[src/rtl/aes_pkg.sv]
// Shared types and widths for the AES packet scheduler slice.
// State encodings are one-hot so each state is a single flop bit.
package aes_pkg;

    typedef enum logic [3:0] {
        IDLE  = 4'd1,
        FIRST = 4'd2,
        BODY  = 4'd4,
        DRAIN = 4'd8
    } state_t;

    localparam int BLOCK_W  = 128;
    localparam int BYPASS_W = 289;
    localparam int LEN_MSB  = 48;
    localparam int LEN_LSB  = 33;

    function automatic logic [LEN_MSB-LEN_LSB:0] bypass_len(
        input logic [BYPASS_W-1:0] b
    );
        return b[LEN_MSB:LEN_LSB];
    endfunction

endpackage

[src/rtl/aes_rr_arb.sv]
// Combinational round-robin pick: first requester at or after ptr.
// Produces both a one-hot grant and its encoded index.
module aes_rr_arb #(
    parameter int N  = 2,
    parameter int IW = 1
) (
    input  logic [N-1:0]  req,
    input  logic [IW-1:0] ptr,
    output logic [N-1:0]  gnt,
    output logic [IW-1:0] id
);

    logic [IW-1:0] idx;
    logic          found;

    always_comb begin
        gnt   = '0;
        id    = '0;
        idx   = '0;
        found = 1'b0;
        for (int i = 0; i < N; i++) begin
            idx = IW'((int'(ptr) + i) % N);
            if (!found && req[idx]) begin
                found    = 1'b1;
                gnt[idx] = 1'b1;
                id       = idx;
            end
        end
    end

endmodule

[src/rtl/aes_pkt_sched.sv]
// Packet-boundary round-robin scheduler in front of one aes_api GCM engine.
// Limits packets in flight and truncates over-length packets.
module aes_pkt_sched
    import aes_pkg::*;
#(
    parameter int NUM_REQ      = 2,
    parameter int MAX_INFLIGHT = 4,
    parameter int MAX_WORDS    = 94
) (
    input  logic                          clk,
    input  logic                          rst,
    input  logic [NUM_REQ-1:0]            i_req_valid,
    input  logic [NUM_REQ-1:0]            i_req_last,
    input  logic [NUM_REQ*128-1:0]        i_req_text,
    input  logic [NUM_REQ*289-1:0]        i_req_bypass,
    output logic [NUM_REQ-1:0]            o_req_ready,
    input  logic                          i_pkt_done,
    output logic                          o_new,
    output logic                          o_last,
    output logic [127:0]                  o_plain_text,
    output logic [288:0]                  o_bypass_text,
    output logic [$clog2(NUM_REQ)-1:0]    o_src_id,
    output logic [3:0]                    o_inflight,
    output logic                          o_len_err
);

    localparam int          IW   = $clog2(NUM_REQ);
    localparam logic [6:0]  WMAX = 7'(MAX_WORDS);
    localparam logic [3:0]  IMAX = 4'(MAX_INFLIGHT);

    state_t             state_q, state_d;
    logic [IW-1:0]      gnt_q, gnt_d, rr_q, rr_d, rr_next, arb_id;
    logic [NUM_REQ-1:0] arb_gnt;
    logic [6:0]         wcnt_q, wcnt_d;
    logic [3:0]         inflight_q;
    logic               len_err_q, len_err_d;
    logic               acc, start, last_w, done;
    logic               sel_valid, sel_last;
    logic [BLOCK_W-1:0]  sel_text;
    logic [BYPASS_W-1:0] sel_byp;

    aes_rr_arb #(.N(NUM_REQ), .IW(IW)) u_arb (
        .req (i_req_valid),
        .ptr (rr_q),
        .gnt (arb_gnt),
        .id  (arb_id)
    );

    always_comb begin
        sel_text = '0;
        sel_byp  = '0;
        for (int k = 0; k < NUM_REQ; k++) begin
            if (gnt_q == IW'(k)) begin
                sel_text = i_req_text[k*BLOCK_W +: BLOCK_W];
                sel_byp  = i_req_bypass[k*BYPASS_W +: BYPASS_W];
            end
        end
    end

    assign sel_valid = i_req_valid[gnt_q];
    assign sel_last  = i_req_last[gnt_q];
    assign rr_next   = (gnt_q == IW'(NUM_REQ-1)) ? '0 : gnt_q + 1'b1;
    assign done      = i_pkt_done && (inflight_q != 4'd0);

    always_comb begin
        state_d     = state_q;
        gnt_d       = gnt_q;
        rr_d        = rr_q;
        wcnt_d      = wcnt_q;
        len_err_d   = len_err_q;
        o_req_ready = '0;
        acc         = 1'b0;
        start       = 1'b0;
        last_w      = 1'b0;
        unique case (state_q)
            IDLE: begin
                if (inflight_q < IMAX && |arb_gnt) begin
                    gnt_d   = arb_id;
                    wcnt_d  = 7'd1;
                    state_d = FIRST;
                end
            end
            FIRST, BODY: begin
                o_req_ready[gnt_q] = sel_valid;
                if (sel_valid) begin
                    acc    = 1'b1;
                    start  = (state_q == FIRST);
                    last_w = sel_last || (wcnt_q == WMAX);
                    if (sel_last) begin
                        state_d = IDLE;
                        rr_d    = rr_next;
                    end else if (wcnt_q == WMAX) begin
                        // truncated: swallow the rest of this source's packet
                        state_d   = DRAIN;
                        rr_d      = rr_next;
                        len_err_d = 1'b1;
                    end else begin
                        wcnt_d  = wcnt_q + 7'd1;
                        state_d = BODY;
                    end
                end
            end
            DRAIN: begin
                o_req_ready[gnt_q] = sel_valid;
                if (sel_valid && sel_last) state_d = IDLE;
            end
            default: state_d = IDLE;
        endcase
    end

    always_ff @(posedge clk) begin
        if (rst) begin
            state_q       <= IDLE;
            gnt_q         <= '0;
            rr_q          <= '0;
            wcnt_q        <= '0;
            len_err_q     <= 1'b0;
            inflight_q    <= '0;
            o_new         <= 1'b0;
            o_last        <= 1'b0;
            o_plain_text  <= '0;
            o_bypass_text <= '0;
            o_src_id      <= '0;
        end else begin
            state_q   <= state_d;
            gnt_q     <= gnt_d;
            rr_q      <= rr_d;
            wcnt_q    <= wcnt_d;
            len_err_q <= len_err_d;
            if (start && !done)
                inflight_q <= inflight_q + 4'd1;
            else if (done && !start)
                inflight_q <= inflight_q - 4'd1;
            o_new  <= acc;
            o_last <= acc && last_w;
            if (acc) begin
                o_plain_text  <= sel_text;
                o_bypass_text <= sel_byp;
                o_src_id      <= gnt_q;
            end
        end
    end

    assign o_inflight = inflight_q;
    assign o_len_err  = len_err_q;

endmodule
[config.mk]
export PLATFORM = sky130hd
export DESIGN_NAME = aes_pkt_sched
export DESIGN_NICKNAME = d
export VERILOG_FILES = /design/src/rtl/aes_pkg.sv /design/src/rtl/aes_rr_arb.sv /design/src/rtl/aes_pkt_sched.sv
export SDC_FILE = /design/constraint.sdc
export NUM_CORES = 1
export LEC_CHECK = 0
export BUFFER_PORTS_ARGS = -buffer_cell sky130_fd_sc_hd__buf_2
export CAP_MARGIN = 20
export CORE_AREA = 5 5 497 499
export DETAILED_ROUTE_END_ITERATION = 8
export DIE_AREA = 0 0 502 504
export PLACE_DENSITY = 0.3
export SLEW_MARGIN = 20
export SYNTH_ARGS = -nofsm -noshare
export SYNTH_HDL_FRONTEND = slang
export SYNTH_SLANG_ARGS = --single-unit
[constraint.sdc]
create_clock -name clk -period 4 [get_ports clk]
set_input_delay 0.2 -clock clk [delete_from_list [all_inputs] [get_ports clk]]
set_output_delay 0.2 -clock clk [all_outputs]
set_load 0.01 [all_outputs]
==> results of run 1 <==
==> registers in the layout, summed over array words and instances (netlist names), 4 cells and up <==
register and cells:
o_bypass_text 289, o_plain_text 128, state_q 4, wcnt_q 7
o_inflight 4
==> layout make-up <==
type / instances / area share
Timing Repair Buffer: 2138 / 0.363
Multi-Input combinational cell: 1350 / 0.281
Sequential cell: 438 / 0.212
Tap cell: 3202 / 0.0970
Clock buffer: 94 / 0.0438
Clock inverter: 10 / 0.00194
Antenna cell: 11 / 0.000666
Inverter: 5 / 0.000454
==> power breakdown <==
part / switching, mW / internal [mW] / total (mW)
clock network: 2.19 / 3.12 / 5.31
registers: 0.280 / 4.79 / 5.07
logic: 2.90 / 2.63 / 5.53
==> through the flow <==
stage / instances / utilization / cell area (µm²) / setup WS [ns] / power (mW)
4_1_cts: 7237 / 0.170 / 41300 / 0.760 / 16.3
3_5_place_dp: 6333 / 0.130 / 31400 / 1.23 / 9.69
2_1_floorplan: 1984 / - / 21600 / 1.67 / 7.71
3_3_place_gp: 6333 / 0.130 / 31400 / 1.09 / 9.69
6_report: 7248 / 0.171 / 41300 / 0.627 / 15.9
5_1_grt: 7247 / 0.171 / 41300 / 0.606 / 16.9
==> cells in the final DEF, fill, tap and decap left out, types with 2 or more instances in the layout <==
cell,Yosys,layout
a211oi_1,8,8
a211oi_2,410,410
a21oi_1,13,13
a31oi_1,2,2
buf_12,0,8
buf_2,34,1266
buf_4,41,63
clkbuf_1,71,17
clkbuf_16,0,61
clkbuf_8,0,16
clkinv_2,0,7
clkinvlp_4,0,2
dfxtp_1,438,437
diode_2,0,11
dlygate4sd3_1,0,800
ha_1,5,5
inv_1,5,5
mux2_2,3,3
mux2i_1,420,420
nand2_1,8,8
nand3_1,7,7
nand4b_1,2,2
nor2_1,431,431
nor3_1,3,3
o2111ai_1,2,2
o21ai_0,2,2
o31ai_1,7,7
or4_1,5,5
xor2_1,2,2
==> critical path: stages (launching register included) <==
cell	delay, ns
dfxtp_4	0.56
buf_12	0.34
buf_4	0.79
mux2i_1	0.27
dlygate4sd3_1	0.59
a211oi_2	0.07
==> kinds of logic (layout without fill, tap and decap cells) <==
family	Yosys count	in the layout	synth area share
other cells	0	11	0
flops	438	438	0.405
buf+inv	196	2247	0.0592
fa+ha+maj	6	6	0.00382
compound gates	451	451	0.250
xor+xnor	3	3	0.00121
simple gates	467	467	0.0851
mux	423	423	0.196
==> path summary, 6_finish.rpt <==
kind,to,depth (start not counted),slack (ns),startpoint
max,o_bypass_text[155]$_SDFFE_PP0P_,5,0.63,gnt_q$_SDFFE_PP0P_
min,o_bypass_text[119]$_SDFFE_PP0P_,3,0.03,i_req_bypass[119]
max reg2reg,o_bypass_text[155]$_SDFFE_PP0P_,5,0.63,gnt_q$_SDFFE_PP0P_
min reg2reg,o_len_err$_SDFFE_PP0P_,2,0.48,o_len_err$_SDFFE_PP0P_
==> routing by layer <==
metal,share of wire,global-route usage
met5,0.00077,0
met2,0.45,0.181
met4,0.033,0.0406
met3,0.12,0.0543
met1,0.40,0.127
==> summary.txt, run 1 <==
Floorplanning
  – Initial core utilization: 0.0894
  – Io pins: 1268
  – Die Width: 502 µm
  – Core box area: roughly 240000 µm²
  – Row cnt: between 150 and 200
  – Height of the die: slightly above 500 µm
  – DIE AREA: 253000 µm²

Clock tree
  – H-tree Lvls: 2
  – Bufs on Longest Clock Path: 3
  – Reg clk slew, reported paths: 0.06 ns
  – CTS Buf Count: 60
  – Hold-fix buffers, CTS: 800
  – Cts repair resizes: 0
  – Post-CTS setup buffer count: 0
  – Clk sinks: ~440
  – Skew-Pair Late Insertion Delay: ~0.69 ns
  – Root Buffer: clkbuf_16
  – CTS tree: yes

STA
  – Final Skew: around 0.027 ns
  – Final setup TNS: 0 ns
  – Crit path time final: approximately 3.4 ns
  – Final setup fails: 0
  – Worst Tran Pin Value: roughly 1.3 ns
  – Tcrit/Tclk final: 0.843
  – Final Max Tran Viols: 0
  – Fmax: 0.296 GHz
  – Fin. Hold Viols: 0
  – Hold WS: around 0.025 ns
  – RSZ-0062 raised after global routing: false
  – Slew HR: 0.165

Synthesis
  – Synth Flop Type: dfxtp_1
  – Cells after Synth: a little under 2000
  – Post-synthesis sequential area ratio: 0.405
  – Number of synthesized flops with an enable pin: 0
  – Most frequent cell after synthesis: dfxtp_1
  – Synth unique cells: 44
  – Area leader, netlist: dfxtp_1
  – Seq cells post-synth: ~440
  – Synth top cells by count: dfxtp_1, nor2_1, mux2i_1
  – Syn_nets: about 2800
  – Async set-reset flop share out of synthesis: 0
  – Ys Warns: 0
  – Mapped Area: between 20000 and 25000 µm²
  – Yosys top cell area share: 0.405
  – Area contributors post-synth: dfxtp_1, a211oi_2, mux2i_1, nor2_1, buf_6
  – Avg Cell Area, Syn: around 11 µm²

Power and ir drop
  – Peak VDD IR: roughly 250 µV
  – Leak pwr: around 16 nW
  – Power Density: around 390 nW/µm²

Cells and area
  – FF/Latch Area: around 8800 µm²
  – Final #Nets: between 4000 and 5000
  – Area of the multi-input gates: ~12000 µm²
  – Area growth syn-to-layout: 90.9%
  – Fraction of layout cells with a size suffix above 1: 0.457
  – # fillers: ~27000

Routing
  – DR WL/cell: 20.5 µm
  – DR pass1 iterations: 4
  – Initial detailed-routing violation count: ~930
  – Antenna viol nets, final: 0
  – Drt drc: 0
  – Routed vias: 23200
  – Final WL: 149000 µm
  – Mean number of vias per cell: 3.20

Worst setup path
  – Crit path launch type: flip-flop
  – Critical path class: reg -> reg
  – Worst Path Max Fanout: 108
  – CP Data Required Time: 4.52 ns
  – CP endpoint kind: flip-flop
  – Worst Path Arrival: roughly 4 ns

Status
  – Outcome: finished clean

Global routing
  – Total gr overflow: 0
  – Gr usage total: 0.112
  – Global-route wire length before repair: approximately 200000 µm
  – Initial antenna violation count: 39
  – Vias in the first global route: 24600
  – Largest net degree at the start of global routing: between 100 and 150

Hold path
  – HP Class: in -> reg

Place
  – Gpl congestion: 0.843
  – DPL Wire Length: ~120000 µm
  – IO buf count: approximately 1300

Run
  – Max-cap violation count: 0
Power figures use the tool's default switching activity.
==> run 2, diff against run 1 <==
==> constraint.sdc (replaced) <==
create_clock -name clk -period 2.8 [get_ports clk]
set_input_delay 0.14 -clock clk [delete_from_list [all_inputs] [get_ports clk]]
set_output_delay 0.14 -clock clk [all_outputs]
set_load 0.01 [all_outputs]
==> run 2 against run 1 <==
Sequential power is 43% higher. Die area did not move. Sequential share of layout area decreased by 0.43 points. Critical path type unchanged.
==> summary.txt, run 2 (synthesis gave the netlist of run 1 again) <==
Hold path
  – Hold_sp: i_pkt_done
  – HP Class: in -> reg

Global routing
  – Largest net degree at the start of global routing: roughly 110
  – Global-route wire length before repair: slightly above 200000 µm
  – Initial antenna violation count: 36
  – Vias in the first global route: between 20000 and 30000
  – Gr usage total: 0.113
  – Total gr overflow: 0

Routing
  – Mean number of vias per cell: approximately 3.2
  – Initial detailed-routing violation count: around 1000
  – Routed vias: ~23000
  – Antenna viol nets, final: 0
  – Final WL: 151000 µm
  – Drt drc: 0
  – DR pass1 iterations: 5
  – DR WL/cell: 20.6 µm

Clock tree
  – Bufs on Longest Clock Path: 3
  – H-tree Lvls: 2
  – Clk sinks: 438
  – Skew-Pair Late Insertion Delay: about 0.65 ns
  – Reg clk slew, reported paths: 0.06 ns
  – CTS Buf Count: between 50 and 60
  – Post-CTS setup buffer count: 0
  – CTS tree: yes
  – Root Buffer: clkbuf_16

Run
  – Max-cap violation count: 0

STA
  – Slew HR: 0.303
  – Fin. Hold Viols: 0
  – RSZ-0062 raised after global routing: false
  – Crit path time final: approximately 2.7 ns
  – Tcrit/Tclk final: 0.979
  – Final setup TNS: 0 ns
  – Final Skew: around 0.011 ns
  – Fmax: about 0.36 GHz
  – Final setup fails: 0
  – Final Max Tran Viols: 0
  – Worst Tran Pin Value: between 1 and 1.5 ns

Floorplanning
  – DIE AREA: about 250000 µm²
  – Initial core utilization: 0.0894
  – Io pins: between 1000 and 1500
  – Row cnt: 181
  – Core box area: approximately 240000 µm²
  – Die Width: approximately 500 µm
  – Height of the die: 504 µm

Power and ir drop
  – Peak VDD IR: about 430 µV
  – Power Density: 551 nW/µm²
  – Leak pwr: about 16 nW
  – Int Pwr: roughly 16 mW
  – Power share of the clock group: 0.344
  – Combinational share of power: 0.345
  – Switching part of the total: 0.332
  – Net Sw Power: slightly below 8 mW
  – Share of power burned in registers: 0.311

Cells and area
  – Commonest non-fill, non-tap cell in the layout: buf_2
  – Area of the multi-input gates: 11600 µm²
  – Fraction of layout cells with a size suffix above 1: 0.457
  – Area growth syn-to-layout: 94.8%
  – # fillers: around 27000
  – Biggest register: o_bypass_text
  – Largest register FFs: 289
  – FF/Latch Area: 8770 µm²
  – Final #Nets: 4901
  – Final Core Density: 0.174
  – Fin area: around 42000 µm²
  – Most frequent cells in the layout: buf_2, dlygate4sd3_1, dfxtp_1
  – Biggest regs: o_bypass_text x289, o_plain_text x128, wcnt_q x7

Place
  – IO buf count: 1267
  – Gpl congestion: approximately 0.85
  – DPL Wire Length: 125000 µm
  – Placed Area: ~32000 µm²

Worst setup path
  – Crit path launch: gnt_q$_SDFFE_PP0P_
  – Worst Path Arrival: between 3 and 4 ns
  – Critical path class: reg -> reg
  – CP Data Required Time: approximately 3.3 ns
  – CP endpoint kind: flip-flop
  – Worst Path Max Fanout: 110
  – Worst R2R Start: gnt_q$_SDFFE_PP0P_
  – Crit path launch type: flip-flop

Status
  – Outcome: finished clean
## run 2: final cells by class
type | instances | share of cell area
Inverter | 5 | 0.000445
Clock buffer | 91 | 0.0432
Tap cell | 3202 | 0.0950
Multi-Input combinational cell | 1350 | 0.275
Antenna cell | 9 | 0.000534
Timing Repair Buffer | 2200 | 0.373
Sequential cell | 438 | 0.208
Clock inverter | 20 | 0.00484
## run 2: path summary, 6_finish.rpt
path / endpoint / slack, ns / cells past startpoint
setup / recovery: o_bypass_text[172]$_SDFFE_PP0P_ / 0.06 / 5
hold reg to reg: wcnt_q[6]$_SDFFE_PP0P_ / 0.48 / 2
setup reg to reg: o_bypass_text[172]$_SDFFE_PP0P_ / 0.06 / 5
hold / removal: o_inflight[2]$_SDFFE_PP0P_ / 0.12 / 5
## run 2: layer usage
layer | vias up | track usage | share of wire
met2 | 970 | 0.189 | 0.46
met1 | 11000 | 0.129 | 0.40
met4 | 18 | 0.0289 | 0.027
li1 | 11400 | - | -
met5 | - | 0 | 0.00068
met3 | 150 | 0.0524 | 0.11
## run 2: repair_timing
action,CTS,global route
gates resized for setup,0,6
hold endpoints to repair,426,0
hold buffers,840,0
endpoints found under the setup margin,0,17
## run 2: power groups by stage
stage / Clock (mW) / Combinational, mW / Sequential, mW
floorplan: 0 / 3.47 / 7.55
global placement: 0 / 6.54 / 7.35
detailed placement: 0 / 6.54 / 7.36
CTS: 8.43 / 8.18 / 7.24
global route: 8.59 / 8.72 / 7.31
finish: 7.99 / 8.02 / 7.23
## run 2: metrics by stage
step	setup slack [ns]	cells	total power [mW]	hold WS (ns)
after floorplan	0.474	1984	11.0	0.292
after global placement	0.102	6354	13.9	0.448
after detailed placement	0.267	6354	13.9	0.457
after CTS	0.00845	7305	23.8	0.0175
after global routing	0.00139	7313	24.6	0.0686
final	0.0589	7315	23.2	0.124
## run 2: critical path, stage by stage (launching register included)
cell	delay (ns)
dfxtp_4	0.37
buf_16	0.34
buf_16	0.41
mux2i_1	0.39
a211oi_2	0.11
dlygate4sd3_1	0.56
